File: config.mk
export PLATFORM = sky130hd
export DESIGN_NAME = instr_encoder
export DESIGN_NICKNAME = d
export VERILOG_FILES = /design/src/rtl/riscv_pkg.sv /design/src/rtl/instr_pack.sv /design/src/rtl/instr_encoder.sv
export SDC_FILE = /design/constraint.sdc
export NUM_CORES = 1
export LEC_CHECK = 0
export BUFFER_PORTS_ARGS = -buffer_cell sky130_fd_sc_hd__buf_2
export CAP_MARGIN = 25
export CORE_MARGIN = 3
export CORE_UTILIZATION = 35
export CTS_CLUSTER_DIAMETER = 50
export DETAILED_ROUTE_END_ITERATION = 12
export SETUP_SLACK_MARGIN = 0.2
export SLEW_MARGIN = 10
export SYNTH_ARGS = -nofsm -noshare
export SYNTH_HDL_FRONTEND = slang
export SYNTH_SLANG_ARGS = --single-unit
File: constraint.sdc
create_clock -name clk -period 1.74 [get_ports clk]
set_input_delay 0.087 -clock clk [delete_from_list [all_inputs] [get_ports clk]]
set_output_delay 0.087 -clock clk [all_outputs]
set_load 0.03 [all_outputs]
File: src/rtl/riscv_pkg.sv
// Shared RV32I encoding constants for the encoder and alu_control paths.
// Op classes, major opcodes, funct fields, loader FSM states, imm helper.
package riscv_pkg;

  localparam logic [2:0] OP_ADD  = 3'd0;
  localparam logic [2:0] OP_SUB  = 3'd1;
  localparam logic [2:0] OP_ADDI = 3'd2;
  localparam logic [2:0] OP_LW   = 3'd3;
  localparam logic [2:0] OP_SW   = 3'd4;
  localparam logic [2:0] OP_BEQ  = 3'd5;

  localparam logic [6:0] OPC_R      = 7'b0110011;
  localparam logic [6:0] OPC_I      = 7'b0010011;
  localparam logic [6:0] OPC_LOAD   = 7'b0000011;
  localparam logic [6:0] OPC_STORE  = 7'b0100011;
  localparam logic [6:0] OPC_BRANCH = 7'b1100011;

  localparam logic [2:0] F3_ADD = 3'b000;
  localparam logic [2:0] F3_LW  = 3'b010;
  localparam logic [2:0] F3_SW  = 3'b010;
  localparam logic [2:0] F3_BEQ = 3'b000;

  localparam logic [6:0] F7_ADD = 7'b0000000;
  localparam logic [6:0] F7_SUB = 7'b0100000;

  typedef enum logic [1:0] {
    ST_IDLE = 2'd0,
    ST_LOAD = 2'd1,
    ST_DONE = 2'd2
  } ld_state_t;

  // 13-bit value fits a 12-bit signed field iff the top two bits agree.
  function automatic logic fits12(input logic [12:0] imm);
    return imm[12] == imm[11];
  endfunction

endpackage

File: src/rtl/instr_pack.sv
// Combinational RV32I packer: op class + regs + imm -> 32-bit word.
// In: op, rd, rs1, rs2, imm[12:0]. Out: word, illegal.
module instr_pack
  import riscv_pkg::*;
(
  input  logic [2:0]  op,
  input  logic [4:0]  rd,
  input  logic [4:0]  rs1,
  input  logic [4:0]  rs2,
  input  logic [12:0] imm,
  output logic [31:0] word,
  output logic        illegal
);

  always_comb begin
    word    = '0;
    illegal = 1'b0;
    unique case (1'b1)
      (op == OP_ADD): begin
        word = {F7_ADD, rs2, rs1, F3_ADD, rd, OPC_R};
      end
      (op == OP_SUB): begin
        word = {F7_SUB, rs2, rs1, F3_ADD, rd, OPC_R};
      end
      (op == OP_ADDI): begin
        word    = {imm[11:0], rs1, F3_ADD, rd, OPC_I};
        illegal = !fits12(imm);
      end
      (op == OP_LW): begin
        word    = {imm[11:0], rs1, F3_LW, rd, OPC_LOAD};
        illegal = !fits12(imm);
      end
      (op == OP_SW): begin
        word    = {imm[11:5], rs2, rs1, F3_SW,
                   imm[4:0], OPC_STORE};
        illegal = !fits12(imm);
      end
      (op == OP_BEQ): begin
        word    = {imm[12], imm[10:5], rs2, rs1, F3_BEQ,
                   imm[4:1], imm[11], OPC_BRANCH};
        illegal = imm[0];
      end
      default: begin
        illegal = 1'b1;
      end
    endcase
  end

endmodule

File: src/rtl/instr_encoder.sv
// Program loader: encodes request stream and writes it to imem in order.
// Ports: start/req_* handshake in, imem_* write port, cpu_hold/done/err/count.
module instr_encoder
  import riscv_pkg::*;
#(
  parameter int          IMEM_DEPTH = 256,
  parameter logic [31:0] BASE_ADDR  = 32'h0000_0000
) (
  input  logic                          clk,
  input  logic                          rst_n,
  input  logic                          start,
  input  logic                          req_valid,
  output logic                          req_ready,
  input  logic [2:0]                    req_op,
  input  logic [4:0]                    req_rd,
  input  logic [4:0]                    req_rs1,
  input  logic [4:0]                    req_rs2,
  input  logic [12:0]                   req_imm,
  input  logic                          req_last,
  output logic                          imem_we,
  output logic [31:0]                   imem_addr,
  output logic [31:0]                   imem_wdata,
  output logic                          cpu_hold,
  output logic                          done,
  output logic                          err,
  output logic [$clog2(IMEM_DEPTH):0]   count
);

  localparam int CW = $clog2(IMEM_DEPTH) + 1;

  ld_state_t     state_q, state_d;
  logic [CW-1:0] cnt_q, cnt_d, cnt_inc;
  logic          err_q, err_d;
  logic          we_q, we_d;
  logic [31:0]   addr_q, addr_d;
  logic [31:0]   wdata_q, wdata_d;
  logic          ready_q, hold_q, done_q;
  logic [31:0]   word;
  logic          illegal;

  instr_pack u_pack (
    .op      (req_op),
    .rd      (req_rd),
    .rs1     (req_rs1),
    .rs2     (req_rs2),
    .imm     (req_imm),
    .word    (word),
    .illegal (illegal)
  );

  assign cnt_inc = cnt_q + 1'b1;

  always_comb begin
    state_d = state_q;
    cnt_d   = cnt_q;
    err_d   = err_q;
    we_d    = 1'b0;
    addr_d  = addr_q;
    wdata_d = wdata_q;
    unique case (state_q)
      ST_IDLE, ST_DONE: begin
        if (start) begin
          state_d = ST_LOAD;
          cnt_d   = '0;
          err_d   = 1'b0;
        end
      end
      ST_LOAD: begin
        if (req_valid) begin
          if (illegal) begin
            err_d = 1'b1;
          end else begin
            we_d    = 1'b1;
            addr_d  = BASE_ADDR + (32'(cnt_q) << 2);
            wdata_d = word;
            cnt_d   = cnt_inc;
          end
          // Stop on last, or when this write fills the memory.
          if (req_last ||
              (!illegal && cnt_inc == CW'(IMEM_DEPTH)))
            state_d = ST_DONE;
        end
      end
      default: state_d = ST_IDLE;
    endcase
  end

  always_ff @(posedge clk or negedge rst_n) begin
    if (!rst_n) begin
      state_q <= ST_IDLE;
      cnt_q   <= '0;
      err_q   <= 1'b0;
      we_q    <= 1'b0;
      addr_q  <= '0;
      wdata_q <= '0;
      ready_q <= 1'b0;
      hold_q  <= 1'b0;
      done_q  <= 1'b0;
    end else begin
      state_q <= state_d;
      cnt_q   <= cnt_d;
      err_q   <= err_d;
      we_q    <= we_d;
      addr_q  <= addr_d;
      wdata_q <= wdata_d;
      ready_q <= (state_d == ST_LOAD);
      hold_q  <= (state_d == ST_LOAD);
      done_q  <= (state_d == ST_DONE);
    end
  end

  assign req_ready  = ready_q;
  assign cpu_hold   = hold_q;
  assign done       = done_q;
  assign err        = err_q;
  assign count      = cnt_q;
  assign imem_we    = we_q;
  assign imem_addr  = addr_q;
  assign imem_wdata = wdata_q;

endmodule

# Word-level counts from Yosys, hierarchy flattened
# Cells that the tools add are included.
# totals
output_inout_bits,78
reg_bits,56
inputBits,36
wordCells,55
# classes
addsub,1
reduce_logical,13
n_eq_ne,15
mux,17
bitwise,1
# op_table
op,count
32-bit case mux with 6 select lines,1
9-bit 2-to-1 mux,3
9-bit case mux with 2 select lines,1
9-bit by 1-bit adder with 9-bit output (second input constant),1
9-bit equality test (second input constant),1
2-bit inequality test (second input constant),4
4-bit AND reduction,2
3-bit by 2-bit equality test with 1-bit output (second input constant),2
3-bit equality test (second input constant),2
1-bit 2-to-1 mux,6
2-bit 2-to-1 mux,3
2-bit by 1-bit equality test with 1-bit output (second input constant),2
2-bit equality test (second input constant),2
2-bit case mux with 2 select lines,1
2-bit OR reduction,2
3-bit by 1-bit equality test with 1-bit output (second input constant),1
3-bit logical NOT,1
1-bit case mux with 3 select lines,1
3-bit AND reduction,1
3-bit OR reduction,1
1-bit logical NOT,2
2-bit logical NOT,1
1-bit case mux with 2 select lines,1
2-bit nonzero test,1
4 further kinds,4

# Logic depth before layout (Yosys ltp)
# logic_depth
word_depth,10
mapped_depth,8
ltp_nobuf,6

# Cells and area by module
# A second synthesis with hierarchy kept.
# hier_totals
hier_cells,347
hier_area_um2,2925.3
# modules_own_cells
mod,seq_area_each_um2,area_each_um2,cells_per_inst,n_inst
instr_encoder,1401.3,2549.9,288,1
instr_pack,0.0,375.4,59,1

# Worst setup path after synthesis
# No wires, ideal clock.
# synth_path
path_kind,reg2reg
start,"register cnt_q[0], in the netlist count[0]"
end,"register hold_q, in the netlist cpu_hold"
setup_ns,0.119
t_arrival_ns,1.891
synth_period_minus_slack_ns,2.010
slack_ns,-0.270
n_path_buf,0
stages_incl_launch_ff,7
required_ns,1.621
cell_sequence,dfrtp_1 ha_1 nand2_1 xnor2_1 a31oi_1 or4_4 o21ba_1
# synth_between
elab_chain_len,8
# synth_lines
item,line_no,rtl
from (decl),instr_encoder.sv:32,"logic [CW-1:0] cnt_q, cnt_d, cnt_inc;"
from (signal assigned),instr_encoder.sv:101,cnt_q <= cnt_d;
9-bit by 1-bit adder with 9-bit output,instr_encoder.sv:51,assign cnt_inc = cnt_q + 1'b1;
9-bit equality test,instr_encoder.sv:80,(!illegal && cnt_inc == CW'(IMEM_DEPTH)))
1-bit logical AND,instr_encoder.sv:80,
1-bit logical OR,instr_encoder.sv:79,if (req_last ||
2-bit 2-to-1 mux,instr_encoder.sv:79,
2-bit 2-to-1 mux,instr_encoder.sv:69,if (req_valid) begin
2-bit case mux with 2 select lines,instr_encoder.sv:60,unique case (state_q)
2-bit by 1-bit equality test with 1-bit output,instr_encoder.sv:107,hold_q <= (state_d == ST_LOAD);
to (signal assigned),instr_encoder.sv:107,
to (decl),instr_encoder.sv:37,"logic ready_q, hold_q, done_q;"
# Every way passes these cells.
# A chain may end at the register's enable or synchronous reset.

# Worst setup path in the final report
# layout_path
start,"register cnt_q[1], in the netlist count[1]"
end,register state_q[0]
# layout_between
elab_chain_len,7
# layout_lines
item,line_no,rtl
9-bit by 1-bit adder with 9-bit output,instr_encoder.sv:51,
9-bit equality test,instr_encoder.sv:80,
1-bit logical AND,instr_encoder.sv:80,
1-bit logical OR,instr_encoder.sv:79,
2-bit 2-to-1 mux,instr_encoder.sv:79,
2-bit 2-to-1 mux,instr_encoder.sv:69,
2-bit case mux with 2 select lines,instr_encoder.sv:60,
via state_d[0],instr_encoder.sv:31,"ld_state_t state_q, state_d;"
to (signal assigned),instr_encoder.sv:100,state_q <= state_d;
to (decl),instr_encoder.sv:31,
# The timed path passes the listed nets, and every way through them passes these cells.

==> impl_metrics.tcl <==
set metrics [dict create \
    grt_max_degree 42 \
    cts_root_buffer "clkbuf_8" \
    setup_viol 0 \
    syn_to_final_growth_pct 34.2 \
    r2r_start "count[1]" \
    cp_data_required_time_ns 1.94 \
    min_path_type "in -> reg" \
    core_area_sq_mm 0.00733 \
    dr.pass1.iters 4 \
    worst-slew-pin-transition_ns 0.527 \
    rsz0062_at_grt "yes" \
    antenna_cells 0 \
    synth-compound-area-share_pct 14.0 \
    yosysMostFrequentCell "nand2_1" \
    num_rows 31 \
    fin_util_pct 48.8 \
    fin_ws_ns 0.00545 \
    drc 0 \
    grt_use_total_pct 15.0 \
    power_density_mw_per_mm2 1330 \
    io_pins 114 \
    viasPerCell 4.55 \
    synth_xor_area_share_pct 1.32 \
    cp_data_arrival_time_ns 1.94 \
    hold_depth 3 \
    drv_cap 0 \
    io_buffers 86 \
    wl_per_cell_microns 12.5 \
    worst-path-max-fanout 5 \
    totalWireLength_microns 6400 \
    place.gp.congestion 0.833 \
    rr_endpoint "state_q[0]" \
    grt_pass1_wl_microns 10500 \
    fin_crit_ns 1.73 \
    ir_drop_mv 0.698 \
    p_leak_nw 1.86 \
    cp-end-kind "register" \
    hpwl_microns 4740 \
    status "complete, no violations" \
    crit_start "count[1]" \
    netlist_instances 300 \
    cts_tree "done" \
    ys_seq_area_share_pct 47.9 \
    start_kind "register" \
    synth_area_leader_cell "dfrtp_1" \
    hold_violations 0 \
    drt_iter0_markers 67 \
    synth_commonest_cells "nand2_1 (67), dfrtp_1 (51), buf_4 (30), o21ai_0 (24), a21oi_1 (19)" \
    reg2reg_depth 6 \
    fmax_mhz 577 \
    ys_top_cells_by_area "dfrtp_1 (48%), nand2_1 (9.4%), buf_4 (8.5%)" \
    synth.area.mux_share_pct 1.64 \
    place_ws_ns -0.0586 \
    tns_ns 0 \
    grt_pass1_vias 2237 \
    clk_pin_slew_worst_paths_ns 0.10 \
    numCtsBuffers 5 \
    clk_latency_ns 0.31 \
    num_vias 2335 \
    antenna_found_initial 0 \
    critical-path-max-stage-delay_ns 0.51 \
    yosys_warnings 0 \
    async_flop_share_pct 100 \
    synthAdderAreaFrac_pct 0.939 \
    die_h_microns 93.2 \
    ant_nets 0 \
    num-nets-final 451 \
    synth_top_family_by_area "simple AND/OR/NAND/NOR gates" \
    synth_top_cell_area_share_pct 47.9 \
    start_util_pct 36.3 \
    hold_end "imem_wdata[25]" \
    synth-edff-count 0 \
    hold_start "req_imm[5]" \
    ys_ff_latch 51 \
    cp_slowest_cell "or4_4" \
    clockBufferDepth 2 \
    dieArea_sq_mm 0.00869 \
    cts_sinks 51 \
    finalClockSkew_ns 0.00585 \
    synth-simple-area-share_pct 22.1 \
    crit_type "reg -> reg" \
    final.period_utilization_pct 99.7 \
    htreeDepth 2 \
    drive_gt1_share_pct 38.2 \
    die_w_microns 93.2 \
    slew_violations 0 \
    syn_area_per_cell_sq_um 8.88 \
    crit_chain "ha_4, nand2_4, xnor2_2, a31oi_1, or4_4, o21ba_1" \
    max_slew_margin_pct 64.8 \
    grt-ovfl-total 0 \
    ys_types 43 \
    syn_area_sq_mm 0.00266 \
    reg2reg_slack_ns 0.005 \
    synth_ff_type "dfrtp_1" \
    n_fill_cell 744 \
]
## per-layer routing
layer	track usage, %	up-vias	part of all wire (%)
li1	-	1175	-
met3	3.94	10	7.8
met5	0	-	0
met2	24.4	87	47
met4	4.03	0	1.3
met1	19.8	1063	44
## registers in the layout, indices dropped and copies added, names as in the netlist
name and flops:
count 9, done 1, imem_wdata 27, cpu_hold 1, imem_we 1, state_q 2, imem_addr 9, err 1
## cell type report
cell class,count,area (sq um),area share (%)
clock buffer,5,68.8,1.92
timing repair buffer,126,776,21.7
sequential,51,1290,36.0
clock inverter,3,43.8,1.22
multi-input combinational,224,1260,35.2
tap,99,124,3.46
inverter,5,18.8,0.525
## repair_timing
action,in CTS,in global routing
hold buffers,7,0
buffers inserted,4,5
setup endpoints to repair,8,20
gates resized for setup,8,8
pin swaps,6,4
endpoints found under the hold margin,25,0
## placed cells by master (no fill, tap or decap), types with 2 or more instances in the layout
| master | count |
|---|---|
| o21ai_0 | 24 |
| conb_1 | 27 |
| nand3_1 | 11 |
| dfrtp_1 | 43 |
| nor2_2 | 3 |
| o31ai_1 | 3 |
| mux2_2 | 3 |
| o21ba_1 | 2 |
| a221o_1 | 3 |
| dfrtp_2 | 8 |
| nand2_1 | 66 |
| o21ai_1 | 2 |
| dlygate4sd3_1 | 7 |
| nor3_1 | 7 |
| buf_6 | 2 |
| a31oi_1 | 2 |
| nor2b_1 | 14 |
| a21oi_1 | 18 |
| buf_2 | 86 |
| inv_1 | 4 |
| and3_4 | 2 |
| nor3b_1 | 3 |
| xor2_1 | 2 |
| nor2_1 | 6 |
| nand2b_1 | 2 |
| buf_4 | 29 |
| clkbuf_8 | 5 |
## critical path, delay by kind of cell, from the launching register on
kind | cells | cell delay, ns
xor gates and xnor gates | 1 | 0.10
and+or+nand+nor | 2 | 0.60
adders and majority gates | 1 | 0.20
DFF | 1 | 0.46
AOI/OAI and AO/OA | 2 | 0.28
## per-stage QoR
step	instances	instance area [sq um]	power, mW	hold WS [ns]
final	513	3580	4.76	0.00342
after global routing	513	3580	5.09	-0.000463
after CTS	508	3500	4.75	0.000305
after detailed placement	489	3240	3.85	0.0721
after global placement	489	3240	3.83	0.0809
after floorplan	326	2810	3.19	-0.209
## power by group
part	leakage [nW]	switching, mW	internal (mW)
logic	1.15	1.44	0.720
registers	0.657	0.217	1.55
clock network	0.0581	0.402	0.429
total	1.86	2.06	2.70
## how the worst max path moves through the flow
stage | to | depth (start not counted)
detailed placement | state_q[0] | 6
finish | state_q[0] | 6
global placement | cpu_hold | 6
CTS | state_q[0] | 6
global route | state_q[0] | 6
floorplan | cpu_hold | 6
## logic make-up after synthesis
logic type | count (synthesis)
AND/OR/NAND/NOR | 124
AO/OA/AOI/OAI | 63
flip-flops | 51
buffers and inverters | 51
XOR/XNOR | 4
multiplexers | 4
adder cells (fa/ha/maj) | 2
other | 1
Note: power is estimated with default switching activity, not from simulation.
